$ cat src/rtl/imem_hex_loader.sv
// Operator-driven instruction-memory writer: collects hex nibbles MSB-first from switch strobes
// and writes each assembled word to consecutive addresses over a valid/ready port.
module imem_hex_loader #(
    parameter int ADDR_W = 7,
    parameter int DATA_W = 16
) (
    input  logic              CLOCK_50,
    input  logic              Reset_n,
    input  logic              load_en,
    input  logic [3:0]        nib_in,
    input  logic              nib_strobe,
    input  logic              wr_ready,
    output logic              wr_en,
    output logic [ADDR_W-1:0] wr_addr,
    output logic [DATA_W-1:0] wr_data,
    output logic [ADDR_W-1:0] cur_addr,
    output logic [DATA_W-1:0] entry_word,
    output logic [1:0]        nib_cnt,
    output logic              busy,
    output logic              done_pulse,
    output logic              wrapped,
    output logic              dropped,
    output logic [1:0]        dbg_state
);

    localparam int         NIBS     = DATA_W / 4;
    localparam logic [1:0] LAST_NIB = 2'(NIBS - 1);

    typedef enum logic [1:0] {
        IDLE  = 2'd0,
        ENTER = 2'd1,
        WRITE = 2'd2
    } state_t;

    state_t state, state_next;

    logic              start_load;
    logic              abort_entry;
    logic              take_nib;
    logic              last_nib;
    logic              accept;
    logic [DATA_W-1:0] shifted;

    // Write port handshake: a beat transfers on any rising edge where wr_en && wr_ready;
    // wr_en, wr_addr and wr_data hold steady from the first WRITE cycle until that edge.
    assign wr_en     = (state == WRITE);
    assign busy      = (state != IDLE);
    assign wr_addr   = cur_addr;
    assign dbg_state = state;

    always_ff @(posedge CLOCK_50 or negedge Reset_n) begin
        if (!Reset_n) state <= IDLE;
        else          state <= state_next;
    end

    always_comb begin
        state_next  = state;
        start_load  = 1'b0;
        abort_entry = 1'b0;
        take_nib    = 1'b0;
        last_nib    = 1'b0;
        accept      = 1'b0;
        shifted     = {entry_word[DATA_W-5:0], nib_in};
        case (state)
            IDLE: begin
                if (load_en) begin
                    start_load = 1'b1;
                    state_next = ENTER;
                end
            end
            ENTER: begin
                // Dropping load_en takes priority over a same-cycle strobe.
                if (!load_en) begin
                    abort_entry = 1'b1;
                    state_next  = IDLE;
                end else if (nib_strobe) begin
                    take_nib = 1'b1;
                    if (nib_cnt == LAST_NIB) begin
                        last_nib   = 1'b1;
                        state_next = WRITE;
                    end
                end
            end
            WRITE: begin
                if (wr_ready) begin
                    accept     = 1'b1;
                    state_next = load_en ? ENTER : IDLE;
                end
            end
            default: state_next = IDLE;
        endcase
    end

    always_ff @(posedge CLOCK_50 or negedge Reset_n) begin
        if (!Reset_n) begin
            cur_addr   <= '0;
            entry_word <= '0;
            wr_data    <= '0;
            nib_cnt    <= '0;
            done_pulse <= 1'b0;
            wrapped    <= 1'b0;
            dropped    <= 1'b0;
        end else begin
            done_pulse <= accept;
            if (start_load) begin
                cur_addr   <= '0;
                entry_word <= '0;
                nib_cnt    <= '0;
                wrapped    <= 1'b0;
                dropped    <= 1'b0;
            end
            if (abort_entry) begin
                entry_word <= '0;
                nib_cnt    <= '0;
            end
            if (take_nib) begin
                entry_word <= shifted;
                nib_cnt    <= last_nib ? 2'd0 : nib_cnt + 2'd1;
            end
            if (last_nib) wr_data <= shifted;
            if (state == WRITE && nib_strobe) dropped <= 1'b1;
            if (accept) begin
                cur_addr   <= cur_addr + 1'b1;
                entry_word <= '0;
                if (cur_addr == '1) wrapped <= 1'b1;
            end
        end
    end

endmodule
$ cat config.mk
export PLATFORM = sky130hd
export DESIGN_NAME = imem_hex_loader
export DESIGN_NICKNAME = d
export VERILOG_FILES = /design/src/rtl/imem_hex_loader.sv
export SDC_FILE = /design/constraint.sdc
export NUM_CORES = 1
export LEC_CHECK = 0
export BUFFER_PORTS_ARGS = -buffer_cell sky130_fd_sc_hd__buf_4
export CAP_MARGIN = 20
export CORE_MARGIN = 2
export CORE_UTILIZATION = 40
export CTS_BUF_LIST = sky130_fd_sc_hd__clkbuf_8 sky130_fd_sc_hd__clkbuf_16
export CTS_CLUSTER_SIZE = 16
export DETAILED_ROUTE_END_ITERATION = 16
export SETUP_SLACK_MARGIN = 0.15
export SYNTH_ARGS = -nofsm -noshare
export SYNTH_HDL_FRONTEND = slang
export SYNTH_SLANG_ARGS = --single-unit
$ cat constraint.sdc
create_clock -name CLOCK_50 -period 3.32 [get_ports CLOCK_50]
set_input_delay 0.166 -clock CLOCK_50 [delete_from_list [all_inputs] [get_ports CLOCK_50]]
set_output_delay 0.166 -clock CLOCK_50 [all_outputs]
set_load 0.005 [all_outputs]
======== After elaboration in Yosys (flattened, before gate mapping) ========
Index checks and enable logic that the tools add are counted.
word-level totals
  bits in registers ....................... 46
  input port bits ......................... 9
operators by class
  reduce and logical (&&, ||, !) cells .... 8
  add/subtract/negate cells ............... 2
  muxes and demuxes ....................... 35
  equal/unequal tests ..................... 8
operators with widths
  operator               count
  $mux W16               4
  $mux W1                19
  $mux W2                9
  $mux W7                2
  $add A7 B1 Y7 const B  1
  $eq A7 B7 Y1 const B   1
  $ne A3 B3 Y1 const B   2
  $pmux W2 S3            1
  $reduce_bool A2 Y1     3
  $eq A2 B2 Y1 const B   2
  $ne A2 B2 Y1 const B   2
  $reduce_and A4 Y1      1
  $reduce_bool A4 Y1     1
  $reduce_bool A3 Y1     1
  $add A2 B1 Y2 const B  1
  $eq A2 B1 Y1 const B   1
  $logic_not A2 Y1       1
  $logic_and A1 B1 Y1    1

======== Logic depth before layout (Yosys ltp) ========
Gate-level depths: netlist of run 1.
  depth after elaboration ................. 7
  depth in mapped cells ................... 6

======== Least setup slack after synthesis of run 1 ========
No wires, ideal clock.
  path type ............................... register to register
  start ................................... reg state[1] (netlist: dbg_state[1])
  end ..................................... reg wr_data[0]
  slack ................................... 1767 ps
  stages on the path, launching flop included .. 7
  setup time .............................. 125 ps
  clock period less this slack ............ 1553 ps
  required time ........................... 3195 ps
  data arrival time ....................... 1428 ps
  cell sequence ........................... dfrtp_1 -> buf_6 -> and4b_1 -> buf_6 -> nand2_4 -> buf_6 -> mux2_4
between the ends
  longest elaborated chain between the ends .. 2
ends and longest elaborated chain
  item                      line  RTL
  start: declaration        35    state_t state, state_next;
  start signal: assignment  53    else state <= state_next;
  $eq A2 B1 Y1              64    case (state)
  $mux W1                   64
  end signal: assignment    120   if (last_nib) wr_data <= shifted;
  end: declaration          15    output logic [DATA_W-1:0] wr_data,
No other way between the ends.
A chain may end at the register's enable or synchronous reset.

======== Final worst setup path of run 1 ========
  start ................................... reg state[0] (netlist: dbg_state[0])
  end ..................................... reg wr_data[11]
The elaborated chain is that of the path after synthesis.

==> metrics.cfg, run 1 <==
[run_status]
status=complete, no violations

[sta]
finalHoldViolations=0
fin_setup_tns_ns=0
skew_ns=0.00460
rsz0062_at_grt=false
setup_viol=0
finalCritPeriodShare_pct=62.0
timing.final.crit_period_ns=2.06
max_slew_margin_pct=31.7
tightest_slew_ns=1.02
fmax_mhz=486
drv_slew=0

[pwr]
p_per_area_mw_per_mm2=367
leakage_nw=1.37
ir_drop_mv=0.216

[logic_synthesis]
synth_largest_area_cell=dfrtp_1
yosysSeqAreaShare_pct=54.2
syn_area_sq_mm=0.00212
syn_area_per_cell_sq_um=11.1
ys_types=37
syn_inst=192
yosys_warnings=0
ys_ff_latch=46
synth_fp_nets=203
synth_area_leaders=dfrtp_1 54%, nand2_1 6.7%, mux2_4 6.4%
yosysTopAreaCellShare_pct=54.2

[setup_path]
required_ns=3.51
endpoint=wr_data[11]
end_kind=flip-flop
r2r_cells=4
start_kind=flip-flop
cp_max_fo=27
crit_start=dbg_state[0]
arrival_ns=2.24
worst-setup-path-type=flip-flop to flip-flop
r2r_start=dbg_state[0]
reg2reg_to=wr_data[11]
r2r_slack_ns=1.26

[place]
place_congestion=0.726
dp_hpwl_microns=3160
io_buffers=63

[die]
core-area_sq_mm=0.00511
start_util_pct=41.6
die_w_microns=76.9
ios=64
fp-row-count=26
die_y_microns=76.9
die_area_sq_mm=0.00591

[run]
drv_cap=0

[route]
drt_pre_antenna_iters=4
first_iter_violations=110
drc_errors=0
vias=1630
wire_per_inst_microns=14.6
finalWirelength_microns=4670
drt-vias-per-instance=5.09
postRouteAntennaNets=0

[layout]
num-nets-final=260
drive_above_1_share_pct=37.2
final_core_util_pct=52.7
antennaDiodeCount=0
syn2layout_area_growth_pct=26.9
layout_commonest_cell=buf_4
layout_common_cells=66 x buf_4, 46 x dfrtp_1, 38 x nand2_1

[global_route]
use_met2_pct=27.3
use_met3_pct=4.47
met1_usage_pct=21.5
top_usage_layer=met2
grt_pass1_wl_microns=7840
grt_pass1_vias=1563
antenna_found_initial=0
grt_overflow=0
groute.usage.overall_pct=16.8
grt_start_max_net_pins=47

[clock_tree]
cts_tree=built
cts_buffer_depth=2
cts_buffers=5
cts_resized=0
clk_pin_slew_ns=0.08
htree_levels=2
cts-root-buf=clkbuf_8
cts_sinks=46
clk_latency_ns=0.30

[min_path]
hp-class=input port to flip-flop

metrics by stage:
stage | total power (W) | cell area (sq um) | setup slack [ns] | cells | hold slack, ns
floorplan | 0.000611 | 2120 | 1.77 | 192 | -0.130
global placement | 0.000651 | 2580 | 1.33 | 310 | 0.209
detailed placement | 0.000652 | 2580 | 1.27 | 310 | 0.207
CTS | 0.000997 | 2690 | 1.26 | 319 | 0.0788
global route | 0.00103 | 2690 | 1.19 | 320 | 0.0967
finish | 0.000988 | 2690 | 1.26 | 320 | 0.0805
registers in the layout (all words and copies together) (netlist names):
register,count
wr_data,16
dbg_state,2
done_pulse,1
wrapped,1
dropped,1
entry_word,16
nib_cnt,2
cur_addr,7
per-layer routing:
| metal | share of wire [%] | vias to the layer above |
|---|---|---|
| li1 | - | 787 |
| met1 | 46 | 786 |
| met2 | 47 | 48 |
| met3 | 5.2 | 9 |
| met4 | 1.6 | 0 |
| met5 | 0 | - |
worst min path at each step:
stage | slack, ns | cells after the start | from | endpoint
2_1_floorplan | -0.13 | 0 | Reset_n | cur_addr[0]
3_3_place_gp | 0.21 | 1 | Reset_n | dbg_state[0]
3_5_place_dp | 0.21 | 1 | Reset_n | dropped
4_1_cts | 0.08 | 2 | wr_ready | dbg_state[1]
5_1_grt | 0.1 | 2 | nib_in[3] | wr_data[3]
6_report | 0.08 | 2 | wr_ready | dbg_state[1]
layout make-up:
cell class / instances / area [sq um]
flip-flops and latches: 46 / 1150
fillers: 494 / 2410
well taps: 70 / 87.6
repair buffers: 67 / 505
inverters: 4 / 15.0
clock inverters: 2 / 8.76
clock buffers: 6 / 82.6
multi-input cells: 125 / 843
cells by family after synthesis:
logic type               share of synthesized area, %
AO/OA/AOI/OAI                                    14.8
AND/OR/NAND/NOR                                  12.7
buffers and inverters                            6.07
multiplexers                                     11.0
flip-flops                                       54.2
adder cells (fa/ha/maj)                          1.18
critical path, cell delays in order (launching register included):
cell and delay [ns]:
dfrtp_1 0.84, and4b_1 0.28, buf_4 0.25, nand2_4 0.22, mux2_4 0.35
what timing repair did:
action | in CTS | in global routing
hold endpoints to repair | 46 | 0
hold buffers | 1 | 0
setup buffers | 0 | 0
cells in the mapped netlist:
cell / instances
dfrtp_1: 46
nand2_1: 38
o21ai_0: 18
o211ai_1: 17
mux2_4: 9
buf_4: 7
mux2_2: 7
clkbuf_1: 6
inv_1: 4
buf_6: 3
nand3_1: 3
nor2_1: 3
a22o_1: 2
ha_1: 2
mux2i_1: 2
nand2b_1: 2
nor2b_1: 2
nor3_1: 2
a211o_1: 1
a21o_1: 1
a21oi_1: 1
a31o_2: 1
a32o_1: 1
and4b_1: 1
buf_2: 1
nand2_4: 1
nand3b_1: 1
nand4_1: 1
nand4b_1: 1
nor3b_1: 1
o21a_1: 1
o22ai_1: 1
o311ai_0: 1
o31ai_1: 1
o41ai_1: 1
or2_2: 1
or3b_2: 1
where the power goes:
group	switching (W)	total, W	internal [W]
combinational	0.0000334	0.0000610	0.0000276
clock	0.000183	0.000348	0.000165
sequential	0.0000123	0.000579	0.000567
total	0.000228	0.000988	0.000759
Power figures use the tool's default switching activity.
==> inputs of run 2 (changes only) <==
--- a/config.mk
+++ b/config.mk
@@ -12,6 +12,7 @@
 export CTS_BUF_LIST = sky130_fd_sc_hd__clkbuf_8 sky130_fd_sc_hd__clkbuf_16
 export CTS_CLUSTER_SIZE = 16
 export DETAILED_ROUTE_END_ITERATION = 16
+export PLACE_DENSITY = 0.67
 export SETUP_SLACK_MARGIN = 0.15
 export SYNTH_ARGS = -nofsm -noshare
 export SYNTH_HDL_FRONTEND = slang
==> constraint.sdc (replaced) <==
create_clock -name CLOCK_50 -period 1.8 [get_ports CLOCK_50]
set_input_delay 0.09 -clock CLOCK_50 [delete_from_list [all_inputs] [get_ports CLOCK_50]]
set_output_delay 0.09 -clock CLOCK_50 [all_outputs]
set_load 0.005 [all_outputs]
==> run 2 against run 1 <==
Against the previous run:
- sequential share of layout area is 0.74 points lower
- register-to-register slack got worse by 0.95 ns
- cell count up 1.3%
- clock power up 110%
- highest routed layer unchanged
==> metrics.cfg, run 2 (synthesized netlist as in run 1, its figures left out) <==
[run_status]
status=complete, no violations

[sta]
max_slew_margin_pct=61.5
finalCritPeriodShare_pct=82.9
skew_ns=0.0121
fmax_mhz=671
hold_slack_ns=0.0185
drv_slew=0
tightest_slew_ns=0.577
finalHoldViolations=0
setup_viol=0
timing.final.crit_period_ns=1.49
rsz0062_at_grt=false
fin_setup_tns_ns=0

[route]
postRouteAntennaNets=0
vias=1628
drt_pre_antenna_iters=4
finalWirelength_microns=4570
first_iter_violations=96
drt-vias-per-instance=5.02
drc_errors=0
wire_per_inst_microns=14.1

[setup_path]
arrival_ns=1.71
start_kind=flip-flop
cp_max_fo=7
end_kind=flip-flop
cp_slowest_cell=dfrtp_1
cp_num_buf_inv=0
r2r_cells=4
r2r_start=cur_addr[0]
reg2reg_to=cur_addr[6]
r2r_slack_ns=0.31
required_ns=2.02
crit_start=cur_addr[0]
worst-setup-path-type=flip-flop to flip-flop
worstPathCellList=ha_1 > nand4b_1 > nor3_1 > mux2i_1
cp_top_family=simple AND/OR/NAND/NOR gates
crit_cells=4
slowest_delay_ns=0.45

[global_route]
grt_pass1_wl_microns=7690
grt_start_max_net_pins=47
grt_overflow=0
groute.usage.overall_pct=16.3
antenna_found_initial=0
grt_pass1_vias=1526

[clock_tree]
clk_pin_slew_ns=0.09
cts_buffers=5
cts-root-buf=clkbuf_8
cts_tree=built
htree_levels=2
cts_sinks=46
clk_latency_ns=0.30
cts_buffer_depth=2

[pwr]
switching_power_w=0.000415
seqPwrFrac_pct=55.3
internal-power_w=0.00151
p_per_area_mw_per_mm2=700
leakage_nw=1.40
sw_frac_of_total_pct=21.6
p_comb_share_pct=6.4
ir_drop_mv=0.355
power_frac_clock_pct=38.2

[layout]
num-nets-final=264
layout_commonest_cell=buf_4
layout_common_cells=69 x buf_4, 46 x dfrtp_1, 38 x nand2_1
reg_top3=entry_word: 16 flops, wr_data: 16 flops, cur_addr: 7 flops
final_core_util_pct=53.7
n_fill_cell=482
antennaDiodeCount=0
drive_above_1_share_pct=37.4
syn2layout_area_growth_pct=29.1

[place]
io_buffers=63
dp_hpwl_microns=3070
place_congestion=0.716

[die]
ios=64
die_y_microns=76.9
die_w_microns=76.9
die_area_sq_mm=0.00591
fp-row-count=26
start_util_pct=41.6
core-area_sq_mm=0.00511

[min_path]
holdPathStages=3
hp-class=input port to flip-flop
hp-start=nib_in[2]
whs_endpoint=entry_word[2]

[run]
drv_cap=0

==> run 2: area by class of cell <==
cell class	instances	area, sq um	area share, %
well taps	70	87.6	3.19
clock buffers	5	68.8	2.51
clock inverters	3	37.5	1.37
inverters	4	15.0	0.548
multi-input cells	125	843	30.8
repair buffers	71	538	19.6
flip-flops and latches	46	1150	42.0
==> run 2: per-layer routing <==
layer | track usage [%] | part of all wire [%] | up-vias
met1 | 22.8 | 47 | 785
li1 | - | - | 794
met4 | 7.64 | 1.9 | 0
met2 | 23.9 | 46 | 43
met5 | 0 | 0 | -
met3 | 3.76 | 5.1 | 6
==> run 2: stage by stage <==
| step | cells | area (sq um) | total power [W] | worst slack, ns |
|---|---|---|---|---|
| 2_1_floorplan | 192 | 2120 | 0.00113 | 0.247 |
| 3_3_place_gp | 314 | 2620 | 0.00121 | 0.340 |
| 3_5_place_dp | 314 | 2620 | 0.00121 | 0.305 |
| 4_1_cts | 324 | 2740 | 0.00195 | 0.296 |
| 5_1_grt | 324 | 2740 | 0.00200 | 0.178 |
| 6_report | 324 | 2740 | 0.00192 | 0.309 |
==> run 2: worst max-delay path by stage <==
stage	slack [ns]	end
after detailed placement	0.31	cur_addr[5]
final	0.31	cur_addr[6]
after CTS	0.30	cur_addr[5]
after global routing	0.18	cur_addr[6]
after floorplan	0.25	wr_data[0]
after global placement	0.34	cur_addr[5]
==> run 2: tightest hold or removal path, delay by kind of cell <==
family                 cells  cell delay [ns]
buffers and inverters      1             0.09
AND/OR/NAND/NOR            1             0.04
AO/OA/AOI/OAI              1             0.06
==> run 2: power groups by stage <==
| stage | clock network, W | registers, W | logic [W] |
|---|---|---|---|
| floorplan | 0 | 0.00108 | 0.0000479 |
| global placement | 0 | 0.00108 | 0.000123 |
| detailed placement | 0 | 0.00108 | 0.000123 |
| CTS | 0.000756 | 0.00106 | 0.000127 |
| global route | 0.000797 | 0.00107 | 0.000138 |
| finish | 0.000734 | 0.00106 | 0.000124 |
==> run 2: timing repair <==
item,4_1_cts,5_1_grt
resized for setup,0,0
setup endpoints to repair,0,0
hold buffers,2,0
hold endpoints to repair,47,0
buffers inserted,0,0
